$ cat config.mk
export PLATFORM = sky130hd
export DESIGN_NAME = trellis_bert
export DESIGN_NICKNAME = d
export VERILOG_FILES = /design/src/rtl/trellis_bert_pkg.sv /design/src/rtl/trellis_bert_pn_predictor.sv /design/src/rtl/trellis_bert.sv
export SDC_FILE = /design/constraint.sdc
export NUM_CORES = 1
export LEC_CHECK = 0
export CAP_MARGIN = 40
export CORE_MARGIN = 3
export CORE_UTILIZATION = 50
export DETAILED_ROUTE_END_ITERATION = 10
export PLACE_DENSITY = 0.72
export SYNTH_ARGS = -nofsm -noshare
export SYNTH_HDL_FRONTEND = slang
export SYNTH_HIERARCHICAL = 1
export SYNTH_SLANG_ARGS = --single-unit
$ cat constraint.sdc
create_clock -name clk -period 4.2 [get_ports clk]
set_input_delay 0.84 -clock clk [delete_from_list [all_inputs] [get_ports clk]]
set_output_delay 0.84 -clock clk [all_outputs]
set_load 0.02 [all_outputs]
$ cat src/rtl/trellis_bert_pkg.sv
// Shared constants and types for the trellis-decoder PN15 bit-error-rate tester.
// Holds the PN15 order, its feedback taps and the sync state machine encoding.
package trellis_bert_pkg;

  localparam int PN_ORDER = 15;
  localparam int TAP_A    = 14;
  localparam int TAP_B    = 13;

  typedef enum logic [1:0] {
    HUNT,
    VERIFY,
    LOCKED
  } bertState_t;

  function automatic logic [31:0] satInc32(input logic [31:0] value);
    return (&value) ? value : value + 32'd1;
  endfunction

  function automatic logic [15:0] satInc16(input logic [15:0] value);
    return (&value) ? value : value + 16'd1;
  endfunction

endpackage

$ cat src/rtl/trellis_bert_pn_predictor.sv
// PN15 shift register that predicts the next bit of the reference sequence.
// fillZero flags that the register would be all zeros after the pending load.
module pn_predictor
  import trellis_bert_pkg::*;
(
  input  logic clk,
  input  logic reset,
  input  logic load,
  input  logic loadBit,
  output logic predicted,
  output logic fillZero
);

  logic [PN_ORDER-1:0] sr;

  assign predicted = sr[TAP_A] ^ sr[TAP_B];
  assign fillZero  = ({sr[PN_ORDER-2:0], loadBit} == '0);

  always_ff @(posedge clk or posedge reset) begin
    if (reset) begin
      sr <= '0;
    end else if (load) begin
      sr <= {sr[PN_ORDER-2:0], loadBit};
    end
  end

endmodule

$ cat src/rtl/trellis_bert.sv
// PN15 BERT behind a trellis decoder: acquires sync, then flywheels the reference
// and counts bit errors, dropping lock when a window collects too many errors.
module trellis_bert
  import trellis_bert_pkg::*;
#(
  parameter int WINDOW_LOG2 = 10,
  parameter int SYNC_THRESH = 32,
  parameter int LOSS_THRESH = 64
) (
  input  logic        clk,
  input  logic        reset,
  input  logic        bitEn,
  input  logic        bitIn,
  input  logic        clearCounts,
  output logic        locked,
  output logic [31:0] bitCount,
  output logic [31:0] errorCount,
  output logic [15:0] windowErrors,
  output logic        errorStrobe
);

  localparam int MATCH_W = $clog2(SYNC_THRESH + 1);

  bertState_t               state;
  logic [3:0]               fillCnt;
  logic [MATCH_W-1:0]       matchCnt;
  logic [WINDOW_LOG2-1:0]   winCnt;

  logic predBit;
  logic fillZero;
  logic isMatch;
  logic shiftBit;
  logic winWrap;
  logic lossHit;
  logic [16:0] winErrTotal;

  // Once locked the register flywheels on its own prediction so data errors cannot corrupt it.
  assign shiftBit = (state == LOCKED) ? predBit : bitIn;
  assign isMatch  = (bitIn == predBit);
  assign winWrap  = &winCnt;

  assign winErrTotal = {1'b0, windowErrors} + {16'd0, ~isMatch};
  assign lossHit     = !clearCounts && (winErrTotal >= 17'(LOSS_THRESH));

  assign locked = (state == LOCKED);

  pn_predictor uPredictor (
    .clk       (clk),
    .reset     (reset),
    .load      (bitEn),
    .loadBit   (shiftBit),
    .predicted (predBit),
    .fillZero  (fillZero)
  );

  // Sync state machine plus error accounting; a clear pulse overrides counting of the same bit.
  always_ff @(posedge clk or posedge reset) begin
    if (reset) begin
      state        <= HUNT;
      fillCnt      <= '0;
      matchCnt     <= '0;
      winCnt       <= '0;
      bitCount     <= '0;
      errorCount   <= '0;
      windowErrors <= '0;
      errorStrobe  <= 1'b0;
    end else begin
      errorStrobe <= 1'b0;
      if (clearCounts) begin
        bitCount     <= '0;
        errorCount   <= '0;
        windowErrors <= '0;
      end
      if (bitEn) begin
        case (state)
          HUNT: begin
            if (fillCnt == 4'(PN_ORDER - 1)) begin
              fillCnt <= '0;
              if (!fillZero) begin
                state    <= VERIFY;
                matchCnt <= '0;
              end
            end else begin
              fillCnt <= fillCnt + 4'd1;
            end
          end
          VERIFY: begin
            if (isMatch) begin
              if (matchCnt == MATCH_W'(SYNC_THRESH - 1)) begin
                state    <= LOCKED;
                matchCnt <= '0;
              end else begin
                matchCnt <= matchCnt + 1'b1;
              end
            end else begin
              state    <= HUNT;
              fillCnt  <= '0;
              matchCnt <= '0;
            end
          end
          LOCKED: begin
            winCnt <= winCnt + 1'b1;
            if (!clearCounts) begin
              bitCount <= satInc32(bitCount);
              if (!isMatch) begin
                errorCount  <= satInc32(errorCount);
                errorStrobe <= 1'b1;
              end
              if (winWrap) begin
                windowErrors <= '0;
              end else if (!isMatch) begin
                windowErrors <= satInc16(windowErrors);
              end
            end
            if (winWrap && lossHit) begin
              state    <= HUNT;
              fillCnt  <= '0;
              matchCnt <= '0;
            end
          end
          default: begin
            state    <= HUNT;
            fillCnt  <= '0;
            matchCnt <= '0;
          end
        endcase
      end
    end
  end

endmodule

== Word-level counts from Yosys, hierarchy flattened ==
Cells that the tools add are included.

* Flip-flop bits (word level): 118
* Input bits: 5
* Output and inout port bits: 82
* Logic and storage cells: 84

* Add/subtract/negate cells: 7
* Order comparisons: 1
* Equal/unequal tests: 13
* Muxes and demuxes: 39
* Bitwise gates (word level): 2
* Reduce and logical (&&, ||, !) cells: 13

{| class="wikitable"
|+ Operators with widths
! cell !! count
|-
| $mux W32 || 11
|-
| $mux W16 || 7
|-
| $add A32 B1 Y32 const B || 2
|-
| $reduce_and A32 Y1 || 2
|-
| $mux W6 || 5
|-
| $pmux W6 S3 || 1
|-
| $add A16 B1 Y17 || 1
|-
| $ge A17 B7 Y1 const B || 1
|-
| $add A16 B1 Y16 const B || 1
|-
| $reduce_and A16 Y1 || 1
|-
| $logic_not A15 Y1 || 1
|-
| $mux W4 || 3
|-
| $pmux W4 S3 || 1
|-
| $add A10 B1 Y10 const B || 1
|-
| $mux W2 || 5
|-
| $reduce_and A10 Y1 || 1
|-
| $add A6 B1 Y6 const B || 1
|-
| $eq A6 B5 Y1 const B || 1
|-
| $ne A2 B2 Y1 const B || 3
|-
| $ne A6 B6 Y1 const B || 1
|-
| $pmux W2 S3 || 1
|-
| $mux W1 || 5
|-
| $ne A5 B5 Y1 const B || 1
|-
| $reduce_and A5 Y1 || 1
|-
| other kinds (16) || 17
|}

== Logic depth before layout (Yosys ltp) ==
Gate-level depths: netlist (run 1).

* Word-level depth: 9
* Depth in mapped cells: 12
* Gate-level depth less buffers: 12

== By module ==
The synthesis (run 1) kept the hierarchy.

{| class="wikitable"
|+ By module, submodules not included
! module !! times used !! cells each !! area each (um2) !! seq. area each (um2)
|-
| trellis_bert || 1 || 640 || 5721.7 || 2577.5
|-
| pn_predictor || 1 || 39 || 658.1 || 375.4
|}

== Worst setup path before layout (run 1) ==
OpenSTA, ideal clock, no wires.

* Path type: input to register
* Start: in bitIn
* End: reg matchCnt[2]
* Setup time: 0.080 ns
* Arrival: 2.913 ns
* Required time: 4.120 ns
* Path slack: 1.206 ns
* Stages on the path: 11
* Buffers on the path: 0
* Path through: xnor2_1 inv_1 ha_1 ha_1 nand4_1 or4_1 o211ai_1 o21ai_1 o21a_1 o31a_1 o211ai_2

* Word-level cells in the longest chain between the ends: 8
* Elaborated cells on any way between the ends: 13
* Those cells by class: 1 x add/sub; 1 x order compare; 3 x eq/ne; 3 x mux; 1 x bitwise; 4 x reduce/logical

{| class="wikitable"
|+ RTL lines
! element !! line !! RTL
|-
| from (decl) || trellis_bert.sv:13 || <nowiki>input logic bitIn,</nowiki>
|-
| $eq A1 B1 Y1 || trellis_bert.sv:39 || <nowiki>assign isMatch = (bitIn == predBit);</nowiki>
|-
| $not A1 Y1 || trellis_bert.sv:42 || <nowiki>assign winErrTotal = {1'b0, windowErrors} + {16'd0, ~isMatch};</nowiki>
|-
| $add A16 B1 Y17 || trellis_bert.sv:42 ||
|-
| $ge A17 B7 Y1 || trellis_bert.sv:43 || <nowiki>assign lossHit = !clearCounts && (winErrTotal >= 17'(LOSS_THRESH));</nowiki>
|-
| $logic_and A1 B1 Y1 || trellis_bert.sv:43 ||
|-
| $logic_and A1 B1 Y1 || trellis_bert.sv:115 || <nowiki>if (winWrap && lossHit) begin</nowiki>
|-
| $ne A2 B1 Y1 (no line) || n/a ||
|-
| $reduce_and A4 Y1 (no line) || n/a ||
|-
| to (signal assigned) || trellis_bert.sv:93 || <nowiki>matchCnt <= matchCnt + 1'b1;</nowiki>
|-
| to (decl) || trellis_bert.sv:26 || <nowiki>logic [MATCH_W-1:0] matchCnt;</nowiki>
|}

Parallel ways exist; a longest one is shown, timed or not.
A chain may end at the register's enable or synchronous reset.

== Worst setup path after layout (run 1) ==
* Start: in bitIn
* End: reg matchCnt[0]

The elaborated chain is that of the path after synthesis.

==> metrics.txt, run 1 <==
starting density of the core=between 50 and 60%; DR WL/cell=around 16 µm; grt ovf=0; Max Clock Freq=297.0 MHz; Post-synth EDFFs=0; Lkg Pwr=3.288 nW; slew margin rel.=about half; clock period minus final worst setup slack=between 3 and 4 ns; Yosys top cell by area=dfrtp_1; largest stage delay on the critical path=about 0.47 ns; largest cells by area after synthesis=dfrtp_1 46%, xnor2_1 6.2%, nor2_1 5.6%; Yosys reg bits=between 100 and 150; largest family of logic cells by synthesized area=simple AND/OR/NAND/NOR gates; First-pass DRT Iterations=5; # H-tree levels=4; Num CTS Buffers=17; Post-Synth Adder-Cell Area=1.765%; Data required, critical path=between 4 and 5 ns; Via density=around 5.7; die width=around 120 µm; CTS tree=yes; CTS root buffer=clkbuf_16; final hold slack=roughly 0.47 ns; synthesized area per cell=roughly 9.4 µm²; IO Pins=a little under 90; status=finished, final reports clean; Setup TNS Final=0 ns; power per standard cell area=342.8 nW/µm²; fin util=between 60% and 70%; clock latency on the worst-skew pair=~0.41 ns; Worst Clk Skew=around 0.0063 ns; CP Max Fanout=6; Mapped Cells=between 600 and 700; crit path DAT=roughly 3.7 ns; Post-DP HPWL=10.14 mm; Worst setup SP type=input port; routability cong.=roughly 0.94; Cell Count, Final, Fillers Out=947; DRC=0; HP Class=reg -> reg; CP bufs+invs=2; post-synthesis simple-gate area fraction=about a quarter; Yosys top cell area share=between 40% and 50%; area grow syn2layout=24.67%; setup bufs post-CTS=0; Post-Route WL=approximately 15 mm; post-synthesis compound-gate area fraction=about 8.6%; # hold bufs at CTS=0; RSZ-0062 raised after global routing=false; asr flop ratio synth=100.0%; GRT Util Overall=a little over a fifth; Crit path max-delay family=compound AO/OA/AOI/OAI gates; # Max-Cap Violations=0; Inst Count DP=approximately 900; ANT cells=0; max-slew violation count=0; Net count, final=781; Seq/Total Area, Yosys=46.28%; initial antenna violation count=0; yosys warns=6; share of cells above drive strength 1=just over 9%; CP Capture Type=flip-flop; die height=119.0 µm; Yosys cell types=between 50 and 60; Die Area=roughly 14,000 µm²; PostCTS Resize Cnt=0; Worst path slowest cell=or4_1; global-route wire length before repair=between 20 and 30 mm; number of core rows=40; Worst-Margin Slew=about 0.73 ns; xor/xnor cell area share of the yosys netlist=between 8 and 9%; Max VDD drop=~300 µV; post-synthesis mux area share=approximately 4.4%; CP dominant cell by count=ha_1; largest net degree at the start of global routing=88; vias in the first global route=around 5,200; WS Path Type=in -> reg; Final Hold Fails=0; Tcrit/Tclk final=between 80% and 90%; core area=around 12,000 µm²; syn nets=between 600 and 700; DRT iter0 DRCs=~440; Reg clk slew, reported paths=around 0.050 ns; clk sinks=118; Final setup viols=0; Most used DFF post-synth=dfrtp_1; IO buf count=86; vias=5,439; Post-Syn Area=between 6000 and 7000 µm²; clock buffer depth=2; Post-DRT Antenna Nets=0; cell breakdown of the critical path=clkdlybuf4s50_1, xnor2_1, inv_1, ha_1, ha_1, nand4_1, or4_1, o211ai_1, o21ai_1, o21a_1, o31a_1, mux2i_1
==> metrics by stage <==
stage / area (µm²) / power [mW] / setup WS, ns
6_report: 7954 / 2.727 / 0.8330
5_1_grt: 7954 / 2.827 / 0.5728
4_1_cts: 7954 / 2.750 / 0.8642
3_5_place_dp: 7393 / 1.394 / 0.4437
3_3_place_gp: 7393 / 1.385 / 0.5481
2_1_floorplan: 6380 / 1.342 / 0.6562
==> metal layers <==
metal / GRT usage [%] / share of wire [%]
met1: 28.99 / 45
met2: 33.46 / 49
met3: 4.653 / 5.4
met4: 8.617 / 1.5
met5: 0 / 0
==> synthesized netlist by cell type, drive strengths merged (3+ instances only) <==
cell type and n:
a211o 3, a21oi 19, a31oi 9, and2 3
and3 12, and4 8, buf 11, clkbuf 15
dfrtp 118, ha 9, inv 28, mux2 18
mux2i 4, nand2 56, nand2b 4, nand3 37
nand4 21, nor2 95, nor3 39, nor4 22
nor4b 5, o211ai 4, o21a 3, o21ai 33
o31a 3, o31ai 3, or3 16, or4 4
xnor2 45, xor2 18
==> state kept, by name, indices dropped and copies added, names as in the netlist <==
signal / count
bitCount: 32
errorCount: 32
windowErrors: 16
uPredictor/sr: 15
winCnt: 10
matchCnt: 6
fillCnt: 4
state: 2
errorStrobe: 1
==> cell usage in the layout (no fill, tap or decap), types with 3 or more instances in the layout <==
master           instances
dfrtp_1                118
nor2_1                  95
clkdlybuf4s50_1         85
nand2_1                 56
xnor2_1                 45
nor3_1                  36
nand3_1                 36
o21ai_0                 29
inv_1                   27
nand4_1                 19
a21oi_1                 19
xor2_1                  18
nor4_1                  18
clkbuf_16               17
or3_1                   16
and3_1                  12
mux2_4                  10
a31oi_1                  9
ha_1                     9
mux2_2                   8
clkbuf_8                 8
buf_4                    8
and4_1                   7
o21ai_1                  4
mux2i_1                  4
nor4b_1                  4
clkbuf_1                 4
o31a_1                   3
a211o_1                  3
nand2b_1                 3
or4_1                    3
o31ai_1                  3
o211ai_1                 3
o21a_1                   3
and2_1                   3
nor4_2                   3
==> logic make-up (layout without fill, tap and decap cells) <==
| logic type | Yosys count | after routing |
|---|---|---|
| AND/OR/NAND/NOR | 324 | 324 |
| AO/OA/AOI/OAI | 89 | 89 |
| multiplexers | 22 | 22 |
| XOR/XNOR | 63 | 63 |
| adder cells (fa/ha/maj) | 9 | 9 |
| flip-flops | 118 | 118 |
| buffers and inverters | 54 | 154 |
==> cell type report <==
class | instances | area [µm²]
fill | 1007 | 4308
multi-input combinational | 507 | 3187
sequential | 118 | 2953
timing repair buffer | 95 | 935.9
clock buffer | 29 | 550.5
tap | 168 | 210.2
inverter | 28 | 107.6
clock inverter | 2 | 10.01
==> power by group <==
group	leakage, nW	total, mW	switching (mW)	internal [mW]
clock	0.280	1.35	0.478	0.875
combinational	1.40	0.156	0.0963	0.0600
sequential	1.61	1.22	0.0420	1.18
total	3.29	2.73	0.616	2.11
==> path summary, 6_finish.rpt <==
| kind | slack (ns) | endpoint | depth (start not counted) | start |
|---|---|---|---|---|
| worst min-delay path | 0.47 | winCnt[6] | 1 | winCnt[6] |
| worst max-delay path | 0.83 | matchCnt[0] | 12 | bitIn |
| worst max register to register | 1.08 | matchCnt[0] | 12 | uPredictor/sr[13] |
| min in group asynchronous | 0.75 | errorCount[5] | 2 | reset |
| worst min register to register | 0.47 | winCnt[6] | 1 | winCnt[6] |
| max in group asynchronous | 2.71 | fillCnt[0] | 3 | reset |
==> worst reg2reg max path, delay by kind of cell (launching register included) <==
| family | cells | cell delay (ns) |
|---|---|---|
| multiplexers | 1 | 0.19 |
| AO/OA/AOI/OAI | 4 | 0.84 |
| adder cells (fa/ha/maj) | 2 | 0.36 |
| XOR/XNOR | 2 | 0.42 |
| buffers and inverters | 1 | 0.14 |
| flip-flops | 1 | 0.41 |
| AND/OR/NAND/NOR | 2 | 0.68 |
(Power assumes the default switching activity.)
==> run 2: changes to the inputs <==
clock period = 3.3 ns   (was 4.2 ns; I/O delays follow)
==> run 2 against run 1 <==
Clock power up 32%. Register-to-register slack worse by 0.73 ns. Clock skew up 0.0038 ns. Critical path depth unchanged. Total power up 30%. Count of clock-buffer cells in the layout down 8. Sequential share of layout area down 0.51 points. Global-route usage up 0.81 points. Critical path type unchanged. Largest cell class unchanged. Largest power group unchanged. Highest routed layer unchanged.
==> metrics.txt, run 2 (synthesis results as in run 1) <==
status=finished, final reports clean; global-route wire length before repair=25.77 mm (+2.7%); RSZ-0062 raised after global routing=false; Worst-Margin Slew=0.6501 ns (-0.07748 ns); Post-DP HPWL=10.40 mm (+2.5%); Final Hold Fails=0 (unchanged); clock period minus final worst setup slack=between 3 and 4 ns; clk sinks=118 (unchanged); PostCTS Resize Cnt=0 (unchanged); area grow syn2layout=26.42%; HP Class=reg -> reg; Inst Count DP=930 (+1.5%); clock latency on the worst-skew pair=0.42 ns (about the same); most frequent cells in the layout=118 x dfrtp_1, 95 x nor2_1, 85 x clkdlybuf4s50_1; fin util=65.78% (+0.91 points); crit path DAT=3.37 ns (-0.32 ns); cell breakdown of the critical path=clkdlybuf4s50_1, xnor2_1, inv_1, ha_1, ha_1, nand4_1, or4_1, o211ai_1, o21ai_1, o21a_1, o31a_1, o21ai_1; max-slew violation count=0 (unchanged); CTS tree=yes; Max Clock Freq=approximately 330 MHz; share of cells above drive strength 1=10.97% (+1.9 points); biggest regs=bitCount: 32 flops, errorCount: 32 flops, windowErrors: 16 flops; initial antenna violation count=0 (unchanged); Setup TNS Final=0 ns (unchanged); CP Capture Type=flip-flop; commonest non-fill, non-tap cell in the layout=dfrtp_1; final hold slack=0.4729 ns (+0.0003680 ns); DRT iter0 DRCs=517 (+18%); die height=119.0 µm (unchanged); Via density=5.638 (-1.8%); # Max-Cap Violations=0 (unchanged); First-pass DRT Iterations=5 (unchanged); Post-DRT Antenna Nets=0 (unchanged); DRC=0 (unchanged); DR WL/cell=15.76 µm (+1.1%); Die Area=14,150 µm² (unchanged); Tot Pwr=3.532 mW (+30%); IO buf count=86 (unchanged); # hold bufs at CTS=0 (unchanged); CP Max Fanout=5 (-1); CTS root buffer=clkbuf_16; slew margin rel.=56.66% (+5.2 points); clock buffer depth=2 (unchanged); vias=5,418 (-0.39%); WS Path Type=in -> reg; largest net degree at the start of global routing=66 (-25%); GRT Util Overall=22.18% (+0.81 points); largest stage delay on the critical path=0.46 ns (about the same); Data required, critical path=3.64 ns (-0.88 ns); Reg clk slew, reported paths=0.06 ns (about the same); ANT cells=0 (unchanged); IO Pins=87 (unchanged); starting density of the core=52.03% (unchanged); Worst Clk Skew=0.01006 ns (+0.003771 ns); core area=12,260 µm² (unchanged); fill count=1,012 (+0.50%); setup bufs post-CTS=0 (unchanged); Post-Route WL=15.15 mm (+2.6%); routability cong.=0.8923 (-4.7%); area of the multi-input gates=3187 µm² (unchanged); Net count, final=795 (+1.8%); vias in the first global route=5,252 (+0.94%); Num CTS Buffers=17 (unchanged); FF/Latch Area=2953 µm² (unchanged); Worst setup SP type=input port; Worst path slowest cell=or4_1; Lkg Pwr=3.351 nW (+1.9%); Max VDD drop=551.4 µV (+87%); Final setup viols=0 (unchanged); # H-tree levels=4 (unchanged); die width=119.0 µm (unchanged); Cell Count, Final, Fillers Out=961 (+1.5%); power per standard cell area=437.9 nW/µm² (+28%); grt ovf=0 (unchanged); number of core rows=40 (unchanged); Tcrit/Tclk final=about 92%
run 2: changes by cell type in the layout (fill, tap and decap cells not counted):
| cell | previous run | this run |
|---|---|---|
| clkinvlp_4 | 0 | 3 |
| inv_4 | 1 | 0 |
| bufinv_16 | 0 | 2 |
| clkinv_2 | 2 | 6 |
| clkbuf_8 | 8 | 2 |
| clkbuf_1 | 4 | 2 |
| buf_4 | 8 | 22 |
run 2: power by group:
part / internal [mW] / switching [mW]
sequential: 1.50 / 0.0533
combinational: 0.0817 / 0.123
clock: 1.14 / 0.642
run 2: area by class of cell:
type	instances	area share, %
well taps	168	2.606
multi-input cells	507	39.51
inverters	28	1.350
repair buffers	109	12.91
clock inverters	10	1.303
clock buffers	21	5.709
flip-flops and latches	118	36.61
run 2: final timing paths:
path                                        start                to  slack (ns)  depth (start not counted)
worst max register to register  uPredictor/sr[13]       matchCnt[4]        0.35                         12
worst max-delay path                        bitIn       matchCnt[4]        0.27                         12
min in group asynchronous                   reset  uPredictor/sr[6]        0.70                          2
worst min-delay path                    winCnt[9]         winCnt[9]        0.47                          1
max in group asynchronous                   reset         winCnt[1]        1.79                          3
worst min register to register          winCnt[9]         winCnt[9]        0.47                          1
run 2: metrics by stage:
stage | worst slack [ns] | area, µm²
3_3_place_gp | 0.02611 | 7500
3_5_place_dp | -0.09377 | 7500
6_report | 0.2661 | 8065
2_1_floorplan | 0.4863 | 6384
4_1_cts | 0.3233 | 8065
5_1_grt | 0.1071 | 8065
run 2: worst max-delay path, delay by kind of cell:
kind,cells,cell delay (ns)
and+or+nand+nor,2,0.64
adders and majority gates,2,0.33
buffers and inverters,2,0.52
AOI/OAI and AO/OA,5,1.04
xor gates and xnor gates,1,0.17
run 2: metal layers:
metal	global-route usage, %	part of all wire [%]	vias to the layer above
li1	-	-	2607
met1	30.08	45	2632
met5	0	0	-
met4	6.445	1.5	0
met2	35.45	48	155
met3	5.508	4.8	24
==> run 3: changes to the inputs <==
PLACE_DENSITY = 0.74   (was 0.72)
TNS_END_PERCENT = 100   (was not set)
==> run 3 against run 2 <==
Fmax shrank 3.0%. Wire length is 0.53% lower. Critical path type unchanged. Setup slack lost 0.095 ns. Register-to-register slack worse by 0.07 ns. Largest cell class unchanged. Largest power group unchanged.
==> metrics.txt, run 3 (synthesis results as in run 1) <==
DR WL/cell=15.68 µm (-0.53%); Via density=5.722 (+1.5%); GRT Util Overall=22.40% (+0.23 points); clock latency on the worst-skew pair=0.42 ns (about the same); # H-tree levels=4 (unchanged); Worst setup SP type=input port; internal power=2.819 mW (+3.9%); status=finished, final reports clean; Data required, critical path=3.63 ns (about the same); clock period minus final worst setup slack=3.129 ns (+0.09503 ns); First-pass DRT Iterations=5 (unchanged); Die Area=14,150 µm² (unchanged); Post-DRT Antenna Nets=0 (unchanged); CP Capture Type=flip-flop; CP Max Fanout=5 (unchanged); max-slew violation count=0 (unchanged); Final Hold Fails=0 (unchanged); # Max-Cap Violations=0 (unchanged); IO Pins=87 (unchanged); die height=119.0 µm (unchanged); Switch Pwr=0.8206 mW (+0.29%); Post-DP HPWL=10.58 mm (+1.7%); crit path DAT=3.46 ns (+0.09 ns); Net count, final=794 (-0.13%); Lkg Pwr=3.367 nW (+0.48%); Reg clk slew, reported paths=0.06 ns (about the same); ANT cells=0 (unchanged); combinational fraction of design power=5.6% (-0.2 points); clock buffer depth=2 (unchanged); share of cells above drive strength 1=10.84% (-0.13 points); Tcrit/Tclk final=94.82% (+2.9 points); Max Clock Freq=319.6 MHz (-3.0%); DRC=0 (unchanged); area grow syn2layout=26.87%; slew margin rel.=59.35% (+2.7 points); Sw Ratio=22.55% (-0.62 points); fin util=66.01% (+0.23 points); vias in the first global route=5,355 (+2.0%); core area=12,260 µm² (unchanged); initial antenna violation count=0 (unchanged); routability cong.=0.9368 (+5.0%); Num CTS Buffers=17 (unchanged); power per standard cell area=449.6 nW/µm² (+2.7%); PostCTS Resize Cnt=0 (unchanged); most frequent cells in the layout=118 x dfrtp_1, 95 x nor2_1, 85 x clkdlybuf4s50_1; Worst-Margin Slew=0.6082 ns (-0.04195 ns); DRT iter0 DRCs=542 (+4.8%); global-route wire length before repair=26.04 mm (+1.0%); Max VDD drop=565.0 µV (+2.5%); CTS tree=yes; Post-Route WL=15.07 mm (-0.53%); # hold bufs at CTS=0 (unchanged); Post-Layout Inst Area=8094 µm² (+0.36%); Final setup viols=0 (unchanged); setup bufs post-CTS=0 (unchanged); Post-Place Worst Slack=-0.1918 ns (-0.09803 ns); grt ovf=0 (unchanged); largest net degree at the start of global routing=50 (-24%); PnR worst setup slack=0.1711 ns (-0.09503 ns); starting density of the core=52.03% (unchanged); sequential power share=42.7% (-1.2 points); RSZ-0062 raised after global routing=false; biggest regs=bitCount: 32 flops, errorCount: 32 flops, windowErrors: 16 flops; HP Class=reg -> reg; Clk network pwr share=51.7% (+1.4 points); dpl cell area=7492 µm² (-0.10%); clk sinks=118 (unchanged); CTS root buffer=clkbuf_16; commonest non-fill, non-tap cell in the layout=dfrtp_1; WS Path Type=in -> reg; vias=5,499 (+1.5%); number of core rows=40 (unchanged); die width=119.0 µm (unchanged); IO buf count=86 (unchanged); Worst Clk Skew=0.01007 ns (+0.000009400 ns)
-- run 3: changes by cell type in the layout (fill, tap and decap cells not counted), sizes merged --
cell / change
clkinvlp: -2
buf: -1
bufinv: +1
clkbuf: +2
-- run 3: power by group through the flow --
stage | combinational (mW) | clock (mW) | sequential (mW)
after floorplan | 0.140 | 0 | 1.57
after global placement | 0.200 | 0 | 1.57
after detailed placement | 0.209 | 0 | 1.58
after CTS | 0.209 | 1.91 | 1.55
after global routing | 0.236 | 1.98 | 1.56
final | 0.205 | 1.88 | 1.55
-- run 3: routing by layer --
metal / share of wire [%] / track usage (%) / up-vias
li1: - / - / 2607
met1: 44 / 29.04 / 2662
met2: 48 / 36.63 / 206
met3: 6.0 / 5.840 / 24
met4: 1.6 / 7.603 / 0
met5: 0 / 0 / -
-- run 3: final timing paths --
kind	from	end	slack, ns	depth (start not counted)
max in group asynchronous	reset	bitCount[26]	1.98	3
min	winCnt[6]	winCnt[6]	0.47	1
max	bitIn	matchCnt[3]	0.17	12
min reg2reg	winCnt[6]	winCnt[6]	0.47	1
min in group asynchronous	reset	matchCnt[0]	0.67	2
max reg2reg	uPredictor/sr[13]	matchCnt[3]	0.28	12
-- run 3: stage by stage --
step                hold WS [ns]  setup TNS, ns  total power, mW  instances
CTS                       0.4712              0            3.669        961
global route              0.4837              0            3.774        961
detailed placement        0.4619         -1.247            1.784        929
global placement          0.4558              0            1.769        929
floorplan                 0.4413              0            1.708        679
finish                    0.4726              0            3.639        961
-- run 3: layout make-up --
| class | instances | area [µm²] |
|---|---|---|
| fillers | 950 | 4168 |
| flip-flops and latches | 118 | 2953 |
| inverters | 28 | 108.9 |
| clock inverters | 9 | 123.9 |
| clock buffers | 23 | 478.0 |
| repair buffers | 108 | 1033 |
| multi-input cells | 507 | 3187 |
| well taps | 168 | 210.2 |
-- run 3: critical path: stages --
cell,delay [ns]
clkdlybuf4s50_1,0.46
xnor2_1,0.16
inv_1,0.09
ha_1,0.17
ha_1,0.19
nand4_1,0.17
or4_1,0.47
o211ai_1,0.22
o21ai_1,0.12
o21a_1,0.22
o31a_1,0.37
o21ai_1,0.17
